**config.mk**
```make
export PLATFORM = sky130hd
export DESIGN_NAME = prog_loader_flat
export DESIGN_NICKNAME = d
export VERILOG_FILES = /design/src/rtl/prog_loader_if.sv /design/src/rtl/prog_loader.sv /design/src/flat_wrapper.sv
export SDC_FILE = /design/constraint.sdc
export NUM_CORES = 1
export LEC_CHECK = 0
export ABC_AREA = 1
export ABC_CLOCK_PERIOD_IN_PS = 8600
export BUFFER_PORTS_ARGS = -buffer_cell sky130_fd_sc_hd__buf_2
export CAP_MARGIN = 30
export CELL_PAD_IN_SITES_DETAIL_PLACEMENT = 1
export CELL_PAD_IN_SITES_GLOBAL_PLACEMENT = 1
export CORE_AREA = 5 5 105 116
export CTS_CLUSTER_SIZE = 30
export DETAILED_ROUTE_END_ITERATION = 6
export DIE_AREA = 0 0 110 121
export GPL_TIMING_DRIVEN = 1
export PLACE_DENSITY = 0.91
export SLEW_MARGIN = 20
export SYNTH_ARGS = -nofsm -noshare
export SYNTH_HDL_FRONTEND = slang
export SYNTH_SLANG_ARGS = --single-unit
```
**constraint.sdc**
```tcl
create_clock -name clk -period 8.6 [get_ports clk]
set_clock_uncertainty 0.2 [all_clocks]
set_input_delay 0.86 -clock clk [delete_from_list [all_inputs] [get_ports clk]]
set_output_delay 0.86 -clock clk [all_outputs]
set_load 0.02 [all_outputs]
```
**src/rtl/prog_loader_if.sv**
```systemverilog
// Byte-stream input, memory write port and boot status of the program loader.
interface prog_loader_if #(
  parameter int ADDR_W = 8
);
  logic              in_valid;
  logic [7:0]        in_data;
  logic              in_ready;
  logic              reload;
  logic              mem_we;
  logic [ADDR_W-1:0] mem_addr;
  logic [15:0]       mem_wdata;
  logic              cpu_rst;
  logic              done;
  logic              err;
  logic [15:0]       words_loaded;

  modport master (
    output in_valid, in_data, reload,
    input  in_ready, mem_we, mem_addr, mem_wdata, cpu_rst, done, err, words_loaded
  );

  modport slave (
    input  in_valid, in_data, reload,
    output in_ready, mem_we, mem_addr, mem_wdata, cpu_rst, done, err, words_loaded
  );
endinterface

```
**src/rtl/prog_loader.sv**
```systemverilog
// Boot loader: parses a framed byte stream into 16-bit words, writes them to
// program memory and releases the processor once the frame checksum is valid.
module prog_loader #(
  parameter int                ADDR_W    = 8,
  parameter logic [ADDR_W-1:0] BASE_ADDR = '0,
  parameter int                TIMEOUT   = 1024
) (
  input  logic         clk,
  input  logic         rst,
  prog_loader_if.slave bus
);

  typedef enum logic [2:0] {
    S_CNT_LO, S_CNT_HI, S_DAT_LO, S_DAT_HI, S_CHK, S_DONE, S_ERR
  } state_t;

  localparam int                TMR_W     = $clog2(TIMEOUT + 1);
  localparam logic [16:0]       MAX_WORDS = 17'(1) << ADDR_W;
  localparam logic [TMR_W-1:0]  TMR_LAST  = TMR_W'(TIMEOUT - 1);

  state_t            r_state, w_state_nxt;
  logic [15:0]       r_cnt,   w_cnt_nxt;
  logic [7:0]        r_lo,    w_lo_nxt;
  logic [7:0]        r_sum,   w_sum_nxt;
  logic [TMR_W-1:0]  r_timer, w_timer_nxt;
  logic              r_we,    w_we_nxt;
  logic [ADDR_W-1:0] r_addr,  w_addr_nxt;
  logic [15:0]       r_wdata, w_wdata_nxt;
  logic [15:0]       r_words, w_words_nxt;

  logic              w_loading;
  logic              w_accept;
  logic [7:0]        w_sum_byte;
  logic [15:0]       w_n;

  assign w_loading  = (r_state != S_DONE) && (r_state != S_ERR);
  // reload takes priority, so a byte offered in the same cycle is never consumed
  assign w_accept   = bus.in_valid & w_loading & ~bus.reload;
  assign w_sum_byte = r_sum + bus.in_data;
  assign w_n        = {bus.in_data, r_cnt[7:0]};

  always_comb begin
    // NOTE: every signal gets a default first so no path can infer a latch.
    w_state_nxt = r_state;
    w_cnt_nxt   = r_cnt;
    w_lo_nxt    = r_lo;
    w_sum_nxt   = r_sum;
    w_timer_nxt = r_timer;
    w_we_nxt    = 1'b0;
    w_addr_nxt  = r_addr;
    w_wdata_nxt = r_wdata;
    w_words_nxt = r_words;

    if (bus.reload) begin
      w_state_nxt = S_CNT_LO;
      w_sum_nxt   = '0;
      w_words_nxt = '0;
      w_timer_nxt = '0;
    end else if (w_accept) begin
      w_sum_nxt   = w_sum_byte;
      w_timer_nxt = '0;
      case (r_state)
        S_CNT_LO: begin
          w_cnt_nxt[7:0] = bus.in_data;
          w_state_nxt    = S_CNT_HI;
        end
        S_CNT_HI: begin
          w_cnt_nxt[15:8] = bus.in_data;
          if (w_n == 16'd0)                w_state_nxt = S_CHK;
          else if ({1'b0, w_n} > MAX_WORDS) w_state_nxt = S_ERR;
          else                             w_state_nxt = S_DAT_LO;
        end
        S_DAT_LO: begin
          w_lo_nxt    = bus.in_data;
          w_state_nxt = S_DAT_HI;
        end
        S_DAT_HI: begin
          w_we_nxt    = 1'b1;
          w_addr_nxt  = BASE_ADDR + r_words[ADDR_W-1:0];
          w_wdata_nxt = {bus.in_data, r_lo};
          w_words_nxt = r_words + 16'd1;
          w_state_nxt = (r_words == r_cnt - 16'd1) ? S_CHK : S_DAT_LO;
        end
        S_CHK:   w_state_nxt = (w_sum_byte == 8'd0) ? S_DONE : S_ERR;
        default: ;
      endcase
    end else if (w_loading && r_state != S_CNT_LO) begin
      // Abort on the edge where the idle count would reach TIMEOUT.
      if (r_timer == TMR_LAST) begin
        w_state_nxt = S_ERR;
        w_timer_nxt = '0;
      end else begin
        w_timer_nxt = r_timer + TMR_W'(1);
      end
    end else begin
      w_timer_nxt = '0;
    end
  end

  // NOTE: sequential state uses non-blocking assignments only; the async
  // reset is in the sensitivity list so it acts without a clock edge.
  always_ff @(posedge clk or posedge rst) begin
    if (rst) begin
      r_state <= S_CNT_LO;
      r_cnt   <= '0;
      r_lo    <= '0;
      r_sum   <= '0;
      r_timer <= '0;
      r_we    <= 1'b0;
      r_addr  <= BASE_ADDR;
      r_wdata <= '0;
      r_words <= '0;
    end else begin
      r_state <= w_state_nxt;
      r_cnt   <= w_cnt_nxt;
      r_lo    <= w_lo_nxt;
      r_sum   <= w_sum_nxt;
      r_timer <= w_timer_nxt;
      r_we    <= w_we_nxt;
      r_addr  <= w_addr_nxt;
      r_wdata <= w_wdata_nxt;
      r_words <= w_words_nxt;
    end
  end

  assign bus.in_ready     = w_loading;
  assign bus.mem_we       = r_we;
  assign bus.mem_addr     = r_addr;
  assign bus.mem_wdata    = r_wdata;
  assign bus.cpu_rst      = (r_state != S_DONE);
  assign bus.done         = (r_state == S_DONE);
  assign bus.err          = (r_state == S_ERR);
  assign bus.words_loaded = r_words;

endmodule

```
**src/flat_wrapper.sv**
```systemverilog
// flat-port wrapper written by rule: the top's interface ports become plain ports
module prog_loader_flat 
#(
  parameter int                ADDR_W    = 8,
  parameter logic [ADDR_W-1:0] BASE_ADDR = '0,
  parameter int                TIMEOUT   = 1024
)
  (clk, rst, bus_in_valid, bus_in_data, bus_reload, bus_in_ready, bus_mem_we, bus_mem_addr, bus_mem_wdata, bus_cpu_rst, bus_done, bus_err, bus_words_loaded);
  prog_loader_if #(.ADDR_W(ADDR_W)) bus_i ();
  input  logic clk;
  input  logic rst;
  input wire logic [$bits(bus_i.in_valid)-1:0] bus_in_valid;
  input wire logic [$bits(bus_i.in_data)-1:0] bus_in_data;
  input wire logic [$bits(bus_i.reload)-1:0] bus_reload;
  output wire logic [$bits(bus_i.in_ready)-1:0] bus_in_ready;
  output wire logic [$bits(bus_i.mem_we)-1:0] bus_mem_we;
  output wire logic [$bits(bus_i.mem_addr)-1:0] bus_mem_addr;
  output wire logic [$bits(bus_i.mem_wdata)-1:0] bus_mem_wdata;
  output wire logic [$bits(bus_i.cpu_rst)-1:0] bus_cpu_rst;
  output wire logic [$bits(bus_i.done)-1:0] bus_done;
  output wire logic [$bits(bus_i.err)-1:0] bus_err;
  output wire logic [$bits(bus_i.words_loaded)-1:0] bus_words_loaded;
  assign bus_i.in_valid = bus_in_valid;
  assign bus_i.in_data = bus_in_data;
  assign bus_i.reload = bus_reload;
  assign bus_in_ready = bus_i.in_ready;
  assign bus_mem_we = bus_i.mem_we;
  assign bus_mem_addr = bus_i.mem_addr;
  assign bus_mem_wdata = bus_i.mem_wdata;
  assign bus_cpu_rst = bus_i.cpu_rst;
  assign bus_done = bus_i.done;
  assign bus_err = bus_i.err;
  assign bus_words_loaded = bus_i.words_loaded;
  prog_loader #(.ADDR_W(ADDR_W), .BASE_ADDR(BASE_ADDR), .TIMEOUT(TIMEOUT)) u_core (.clk(clk), .rst(rst), .bus(bus_i));
endmodule
```
**Word-level counts from Yosys, hierarchy flattened**

Index checks and enable logic that the tools add are counted.

- Flip-flop bits (word level): 87
- Output and inout bits: 45
- Logic and storage cells: 66
- Input bits: 12

- Bitwise gates (word level): 3
- Magnitude comparators: 1
- Multiplexer cells: 21
- Reduce and logical (&&, ||, !) cells: 16
- Equal/unequal tests: 11
- $add $sub $neg: 4

Operators with widths:

| operator | number |
|---|---|
| $mux 16 | 3 |
| $mux 11 | 4 |
| $mux 3 | 7 |
| $add 16x1->16 const B | 1 |
| $eq 16x16->1 | 1 |
| $gt 16x9->1 const B | 1 |
| $logic_not 16->1 | 1 |
| $mux 8 | 2 |
| $sub 16x1->16 const B | 1 |
| $pmux 3 s5 | 1 |
| $reduce_and 3->1 | 5 |
| $add 11x1->11 const B | 1 |
| $eq 11x10->1 const B | 1 |
| $eq 3x3->1 const B | 3 |
| $reduce_bool 3->1 | 3 |
| $add 8x8->8 | 1 |
| $logic_not 8->1 | 1 |
| $ne 7x7->1 const B | 1 |
| $eq 3x2->1 const B | 2 |
| $ne 3x3->1 const B | 2 |
| $reduce_bool 2->1 | 2 |
| $eq 3x1->1 const B | 1 |
| $logic_not 3->1 | 1 |
| $mux 1 | 3 |
| other kinds (5) | 7 |

**Logic depth before layout (Yosys ltp)**

Gate-level depths: netlist of run 1.

- Word-level depth: 6
- Gate-level depth with buffers: 17
- Gate-level depth less buffers: 17

**Least setup slack after synthesis of run 1**

No wires, ideal clock.

- Path type: input to register
- From: input port bus_in_data[0]
- To: register u_core.r_state[1]
- Setup time: 0.116 ns
- Setup slack: 5.997 ns
- Path buffers: 0
- Stages: 11
- Data required time: 8.284 ns
- Arrival: 2.287 ns
- Path through: ha_1 -> fa_1 -> xor2_1 -> nor2_1 -> nand3_1 -> nor2_1 -> nand4_1 -> a21oi_1 -> nand3_1 -> nand2_1 -> nand2_1

- Cells in the longest elaborated chain, start to end: 6
- Elaborated cells on any way between the ends: 8
- Classes of those cells: add/sub (1); mux (5); reduce/logical (2)

Ends and longest elaborated chain:

| what | line | RTL |
|---|---|---|
| from (decl) | flat_wrapper.sv:13 | `input wire logic [$bits(bus_i.in_data)-1:0] bus_in_data;` |
| $add 8x8->8 | prog_loader.sv:39 | `assign w_sum_byte = r_sum + bus.in_data;` |
| $logic_not 8->1 | prog_loader.sv:84 | `S_CHK: w_state_nxt = (w_sum_byte == 8'd0) ? S_DONE : S_ERR;` |
| $mux 2 | prog_loader.sv:84 |  |
| $pmux 3 s5 (*) | prog_loader.sv:62 | `case (r_state)` |
| $mux 3 (*) | prog_loader.sv:59 | `end else if (w_accept) begin` |
| $mux 3 (*) | prog_loader.sv:54 | `if (bus.reload) begin` |
| to (signal assigned) | prog_loader.sv:114 | `r_state <= w_state_nxt;` |
| to (decl) | prog_loader.sv:21 | `state_t r_state, w_state_nxt;` |

Mark *: on every way between the ends. The rest lies on a longest branch, timed or not.
A chain may end at the register's enable or synchronous reset.

**Worst setup path after layout of run 1**

Ends and elaborated chain as after synthesis.

==> results of run 1 <==
[logic make-up (layout without fill, tap and decap cells)]
group / after synthesis / count (layout) / synth area share
XOR/XNOR: 11 / 11 / 0.0198
flip-flops: 87 / 87 / 0.447
adder cells (fa/ha/maj): 11 / 11 / 0.0298
AND/OR/NAND/NOR: 356 / 356 / 0.335
buffers and inverters: 88 / 152 / 0.0708
AO/OA/AOI/OAI: 89 / 89 / 0.0978
[synthesized netlist by cell type, drive strengths merged]
master | instances | area share
a21oi | 15 | 0.015
clkbuf | 3 | 0.0023
nand3 | 43 | 0.045
nand4 | 9 | 0.013
nor2 | 72 | 0.072
ha | 10 | 0.026
a21o | 1 | 0.0015
nand3b | 5 | 0.0077
and3 | 1 | 0.0013
xnor2 | 5 | 0.0090
nor3b | 3 | 0.0067
o21bai | 1 | 0.0015
a22o | 3 | 0.0054
fa | 1 | 0.0041
o21ai | 63 | 0.065
o22ai | 2 | 0.0026
o32ai | 1 | 0.0018
xor2 | 6 | 0.011
dfrtp | 87 | 0.45
inv | 78 | 0.060
nor3 | 14 | 0.021
nand2 | 207 | 0.17
o21a | 1 | 0.0015
or2 | 2 | 0.0026
buf | 7 | 0.0085
a31oi | 2 | 0.0026
[worst paths after layout]
kind / startpoint / end / slack [ns] / depth (start not counted)
min in group asynchronous: rst / u_core.r_lo[0]$_DFFE_PP0P_ / 0.42 / 3
worst min-delay path: u_core.bus.mem_wdata[1]$_DFFE_PP0P_ / u_core.bus.mem_wdata[1]$_DFFE_PP0P_ / 0.27 / 2
worst max-delay path: bus_in_data[0] / u_core.r_state[1]$_DFFE_PP0P_ / 5.97 / 12
worst min register to register: u_core.bus.mem_wdata[1]$_DFFE_PP0P_ / u_core.bus.mem_wdata[1]$_DFFE_PP0P_ / 0.27 / 2
max in group asynchronous: rst / u_core.r_timer[0]$_DFF_PP0_ / 7.15 / 4
worst max register to register: u_core.r_state[2]$_DFFE_PP0P_ / u_core.bus.words_loaded[7]$_DFFE_PP0P_ / 6.09 / 7
[tightest hold or removal path, stage by stage (launching register included)]
cell	delay [ns]
dfrtp_1	0.35
nand2_1	0.05
nand2_1	0.05
[placed cells by master, fill, tap and decap left out, types with 2 or more instances in the layout]
cell type,synthesis,routed
inv_8,0,4
nand2_1,197,197
a31oi_1,2,2
o22ai_1,2,2
xnor2_1,5,5
nor3_2,6,6
a21oi_1,15,15
o21ai_0,60,60
buf_2,6,56
o21ai_1,2,2
nand4_1,8,8
nand3b_1,5,5
nor2_8,2,2
nor3b_2,2,2
inv_1,72,71
nor3_1,8,8
a22o_1,3,3
nand2_2,8,8
nor2_4,3,3
xor2_1,6,6
nor2_2,10,10
nand3_1,42,42
dfrtp_1,87,87
clkbuf_16,0,9
nand2_4,2,2
ha_1,10,10
nor2_1,57,57
inv_2,6,6
[flip-flops by register name, summed over array words and instances, names as in the netlist]
register,cells
u_core.r_timer,11
u_core.bus.mem_wdata,16
u_core.bus.mem_addr,8
u_core.r_state,3
u_core.r_lo,8
u_core.bus.mem_we,1
u_core.bus.words_loaded,16
u_core.r_cnt,16
u_core.r_sum,8
[where the power goes]
group          leakage [nW]  internal [W]  switching, W  total (W)
registers              1.17      0.000506      0.000107   0.000612
clock network         0.160      0.000237      0.000193   0.000430
logic                  1.58      0.000190      0.000401   0.000591
total                  2.90      0.000933      0.000700    0.00163
[cell type report]
type | count | area [sq um]
fill | 1394 | 5210
multi-input combinational | 467 | 2350
sequential | 87 | 2180
timing repair buffer | 58 | 315
inverter | 78 | 294
clock buffer | 9 | 225
tap | 147 | 184
clock inverter | 7 | 100
[through the flow]
step / setup WS, ns / hold WS [ns] / util / std cells / area [sq um]
2_1_floorplan: 5.29 / 0.249 / - / 642 / 4870
3_3_place_gp: 5.72 / 0.251 / 0.488 / 836 / 5300
3_5_place_dp: 5.61 / 0.261 / 0.490 / 837 / 5320
4_1_cts: 5.97 / 0.280 / 0.520 / 853 / 5650
5_1_grt: 5.84 / 0.312 / 0.520 / 853 / 5650
6_report: 5.97 / 0.274 / 0.520 / 853 / 5650
[layer usage]
| layer | share of wire | wire length, um | global-route usage |
|---|---|---|---|
| met5 | 0 | 0 | 0 |
| met4 | 0.028 | 408 | 0.0842 |
| met3 | 0.038 | 557 | 0.0383 |
| met2 | 0.52 | 7690 | 0.413 |
| met1 | 0.41 | 6100 | 0.293 |
==> results.sh, run 1 <==
export IMPL_relSlewSlack=0.578
export IMPL_firstDrtPassIters=4
export IMPL_avgViaCountPerCell=5.35
export IMPL_dp_hpwl_um=10600
export IMPL_grt_overflow_total=0
export IMPL_start_util=0.449
export IMPL_cp_num_buf_inv=1
export IMPL_tns_ns=0
export IMPL_min_period_over_period=0.305
export IMPL_synth_fp_nets=665
export IMPL_path_max_fanout=3
export IMPL_fp_dieW_um=110
export IMPL_cts_hold_buf=0
export IMPL_coreArea_sq_um=10900
export IMPL_cts_tree="done"
export IMPL_power_total_w=0.00163
export IMPL_power_density_nw_per_um2=289
export IMPL_place_congestion=0.826
export IMPL_status="complete, no violations"
export IMPL_cts_sinks=87
export IMPL_synth_seq_cells=87
export IMPL_ir_worst_vdd_v=0.000151
export IMPL_antenna_left=0
export IMPL_required_ns=8.64
export IMPL_first_global_vias=5037
export IMPL_nNetsFinal=724
export IMPL_min_path_type="reg2reg"
export IMPL_yosysUniqueCellTypes=40
export IMPL_drv_slew=0
export IMPL_synthesis_area_sq_um=4870
export IMPL_rsz0062_at_grt="false"
export IMPL_cts_root_buffer_cell="clkbuf_16"
export IMPL_postCtsResizedCells=0
export IMPL_post_drt_wl_per_cell_um=17.3
export IMPL_insertion_delay_ns=0.35
export IMPL_path_delay_family="adder cells"
export IMPL_maxCapViolCount=0
export IMPL_wirelength_um=14800
export IMPL_cts_htree_levels=3
export IMPL_hold_violations=0
export IMPL_finalSetupViolations=0
export IMPL_cpPeakStageDelay_ns=0.44
export IMPL_avgSynthCellArea_sq_um=7.59
export IMPL_drive_gt1_frac=0.167
export IMPL_drt_iter0_markers=201
export IMPL_placementRows=40
export IMPL_vias=4567
export IMPL_ys_warn_count=0
export IMPL_grt_first_pass_wirelength_um=24900
export IMPL_max_freq_mhz=381
export IMPL_max_slew_worst_pin_slew_ns=0.631
export IMPL_port_buffers=56
export IMPL_crit_chain="buf_2 > ha_1 > fa_1 > xor2_1 > nor2_1 > nand3_1 > nor2_1 > nand4_1 > a21oi_1 > nand3_1 > nand2_1 > nand2_1"
export IMPL_cts_buffers=9
export IMPL_layout_min_cycle_time_ns=2.63
export IMPL_cts_setup_buffers=0
export IMPL_die_h_um=121
export IMPL_synthCells=642
export IMPL_cp_arrival_ns=2.67
export IMPL_clockBufferDepth=2
export IMPL_cpMaxStageDelayCell="fa_1"
export IMPL_yosysSeqAreaShare=0.447
export IMPL_drc_errors=0
export IMPL_n_antenna_cell=0
export IMPL_boundaryPins=57
export IMPL_die_area_sq_um=13300
export IMPL_clk_pin_slew_worst_paths_ns=0.08
export IMPL_endpoint_kind="register"
export IMPL_antenna_found_initial=0
export IMPL_cp_start_kind="primary input"
export IMPL_grt_max_degree=49
export IMPL_path_class="in2reg"
export IMPL_track_usage=0.237
export IMPL_area_growth_pct=15.9
export IMPL_p_leak_nw=2.90
No activity file was read; power rests on OpenSTA's default activity.
==> run 2: changes to the inputs <==
--- a/config.mk
+++ b/config.mk
@@ -6,17 +6,17 @@
 export NUM_CORES = 1
 export LEC_CHECK = 0
 export ABC_AREA = 1
-export ABC_CLOCK_PERIOD_IN_PS = 8600
+export ABC_CLOCK_PERIOD_IN_PS = 2500
 export BUFFER_PORTS_ARGS = -buffer_cell sky130_fd_sc_hd__buf_2
 export CAP_MARGIN = 30
 export CELL_PAD_IN_SITES_DETAIL_PLACEMENT = 1
 export CELL_PAD_IN_SITES_GLOBAL_PLACEMENT = 1
-export CORE_AREA = 5 5 105 116
+export CORE_AREA = 5 5 108 120
 export CTS_CLUSTER_SIZE = 30
 export DETAILED_ROUTE_END_ITERATION = 6
-export DIE_AREA = 0 0 110 121
+export DIE_AREA = 0 0 113 125
 export GPL_TIMING_DRIVEN = 1
-export PLACE_DENSITY = 0.91
+export PLACE_DENSITY = 0.87
 export SLEW_MARGIN = 20
 export SYNTH_ARGS = -nofsm -noshare
 export SYNTH_HDL_FRONTEND = slang
==> constraint.sdc (replaced) <==
create_clock -name clk -period 2.5 [get_ports clk]
set_clock_uncertainty 0.2 [all_clocks]
set_input_delay 0.25 -clock clk [delete_from_list [all_inputs] [get_ports clk]]
set_output_delay 0.25 -clock clk [all_outputs]
set_load 0.02 [all_outputs]
==> results.sh, run 2 (synthesized netlist as in run 1, its figures left out) <==
export IMPL_min_period_over_period=0.934
export IMPL_die_area_sq_um=14100
export IMPL_cts_tree="done"
export IMPL_vias=4558
export IMPL_antenna_found_initial=0
export IMPL_antenna_left=0
export IMPL_finalSetupViolations=0
export IMPL_nNetsFinal=726
export IMPL_cts_setup_buffers=0
export IMPL_highest_layer="met4"
export IMPL_cts_sinks=87
export IMPL_wl_met3_um=435
export IMPL_drt_iter0_markers=208
export IMPL_start_util=0.416
export IMPL_firstDrtPassIters=4
export IMPL_max_slew_worst_pin_slew_ns=0.680
export IMPL_n_antenna_cell=0
export IMPL_power_density_nw_per_um2=962
export IMPL_hold_violations=0
export IMPL_required_ns=2.58
export IMPL_endpoint_kind="register"
export IMPL_fp_dieW_um=113
export IMPL_post_drt_wl_per_cell_um=16.6
export IMPL_status="complete, no violations"
export IMPL_p_leak_nw=2.90
export IMPL_drive_gt1_frac=0.172
export IMPL_first_global_vias=4804
export IMPL_rsz0062_at_grt="false"
export IMPL_placementRows=42
export IMPL_boundaryPins=57
export IMPL_wl_met2_um=7430
export IMPL_final_cell_mix="nand2_1, dfrtp_1, inv_1"
export IMPL_cp_start_kind="register"
export IMPL_die_h_um=125
export IMPL_area_growth_pct=15.9
export IMPL_coreArea_sq_um=11700
export IMPL_place_inst=845
export IMPL_maxCapViolCount=0
export IMPL_max_freq_mhz=428
export IMPL_track_usage=0.210
export IMPL_path_class="reg2reg"
export IMPL_dp_hpwl_um=10500
export IMPL_drv_slew=0
export IMPL_clk_pin_slew_worst_paths_ns=0.07
export IMPL_setup_slack_ns=0.164
export IMPL_post_place_ws_ns=0.159
export IMPL_wirelength_um=14300
export IMPL_finalNonFillerCells=862
export IMPL_cts_buffers=9
export IMPL_avgViaCountPerCell=5.29
export IMPL_clockBufferDepth=2
export IMPL_cts_htree_levels=3
export IMPL_insertion_delay_ns=0.35
export IMPL_cp_arrival_ns=2.41
export IMPL_grt_max_degree=88
export IMPL_min_path_type="in2reg"
export IMPL_cts_root_buffer_cell="clkbuf_16"
export IMPL_layout_min_cycle_time_ns=2.34
export IMPL_grt_first_pass_wirelength_um=23900
export IMPL_ir_worst_vdd_v=0.000348
export IMPL_tns_ns=0
export IMPL_met1Wirelength_um=5950
export IMPL_path_max_fanout=3
export IMPL_port_buffers=56
export IMPL_relSlewSlack=0.546
export IMPL_place_congestion=0.900
export IMPL_drc_errors=0
export IMPL_grt_overflow_total=0
export IMPL_final_common_cell="nand2_1"
[run 2: power breakdown]
group          switching, W  internal (W)  total [W]
logic               0.00132      0.000665    0.00199
registers          0.000356       0.00174    0.00210
clock network      0.000610      0.000742    0.00135
total               0.00229       0.00315    0.00544
[run 2: metal layers]
layer / global-route usage / vias up
met5: 0 / -
met4: 0.0919 / 0
met3: 0.0314 / 35
met2: 0.371 / 78
met1: 0.250 / 2258
li1: - / 2187
[run 2: through the flow]
stage	hold WS (ns)	util	instance area [sq um]	total power (W)
final	0.0965	0.482	5650	0.00544
after global routing	0.102	0.482	5650	0.00581
after CTS	0.0841	0.481	5640	0.00546
after detailed placement	0.224	0.455	5330	0.00406
after global placement	0.212	0.455	5330	0.00391
after floorplan	0.238	-	4880	0.00346
[run 2: final cells by class]
class                      count  area, sq um
clock buffer                  12          256
clock inverter                 4         35.0
fill                        1482         6070
inverter                      78          297
multi-input combinational    467         2370
sequential                    87         2180
tap                          154          193
timing repair buffer          60          325
[run 2: repair_timing]
| action | 4_1_cts | 5_1_grt |
|---|---|---|
| resized for setup | 0 | 5 |
| hold buffers | 1 | 0 |
| hold endpoints to repair | 87 | 0 |
| endpoints found under the setup margin | 0 | 2 |
[run 2: worst paths after layout]
path | from | end | slack [ns] | depth (start not counted)
max | u_core.r_sum[0]$_DFFE_PP0P_ | u_core.r_state[0]$_DFFE_PP0P_ | 0.16 | 10
min | bus_in_data[6] | u_core.r_cnt[14]$_DFFE_PP0P_ | 0.1 | 3
min reg2reg | u_core.bus.mem_wdata[1]$_DFFE_PP0P_ | u_core.bus.mem_wdata[1]$_DFFE_PP0P_ | 0.28 | 2
max reg2reg | u_core.r_sum[0]$_DFFE_PP0P_ | u_core.r_state[0]$_DFFE_PP0P_ | 0.16 | 10
max in group asynchronous | rst | u_core.r_cnt[8]$_DFFE_PP0P_ | 1.36 | 4
min in group asynchronous | rst | u_core.bus.mem_wdata[1]$_DFFE_PP0P_ | 0.36 | 4
[run 2: critical path: stages (launching register included)]
cell and delay (ns):
dfrtp_1 0.39, ha_1 0.22, fa_1 0.43, xor2_1 0.20, nor2_1 0.10, nand3_1 0.09, nor2_1 0.11, nand4_1 0.14
o21ai_0 0.17, nand2_1 0.07, o21ai_1 0.13
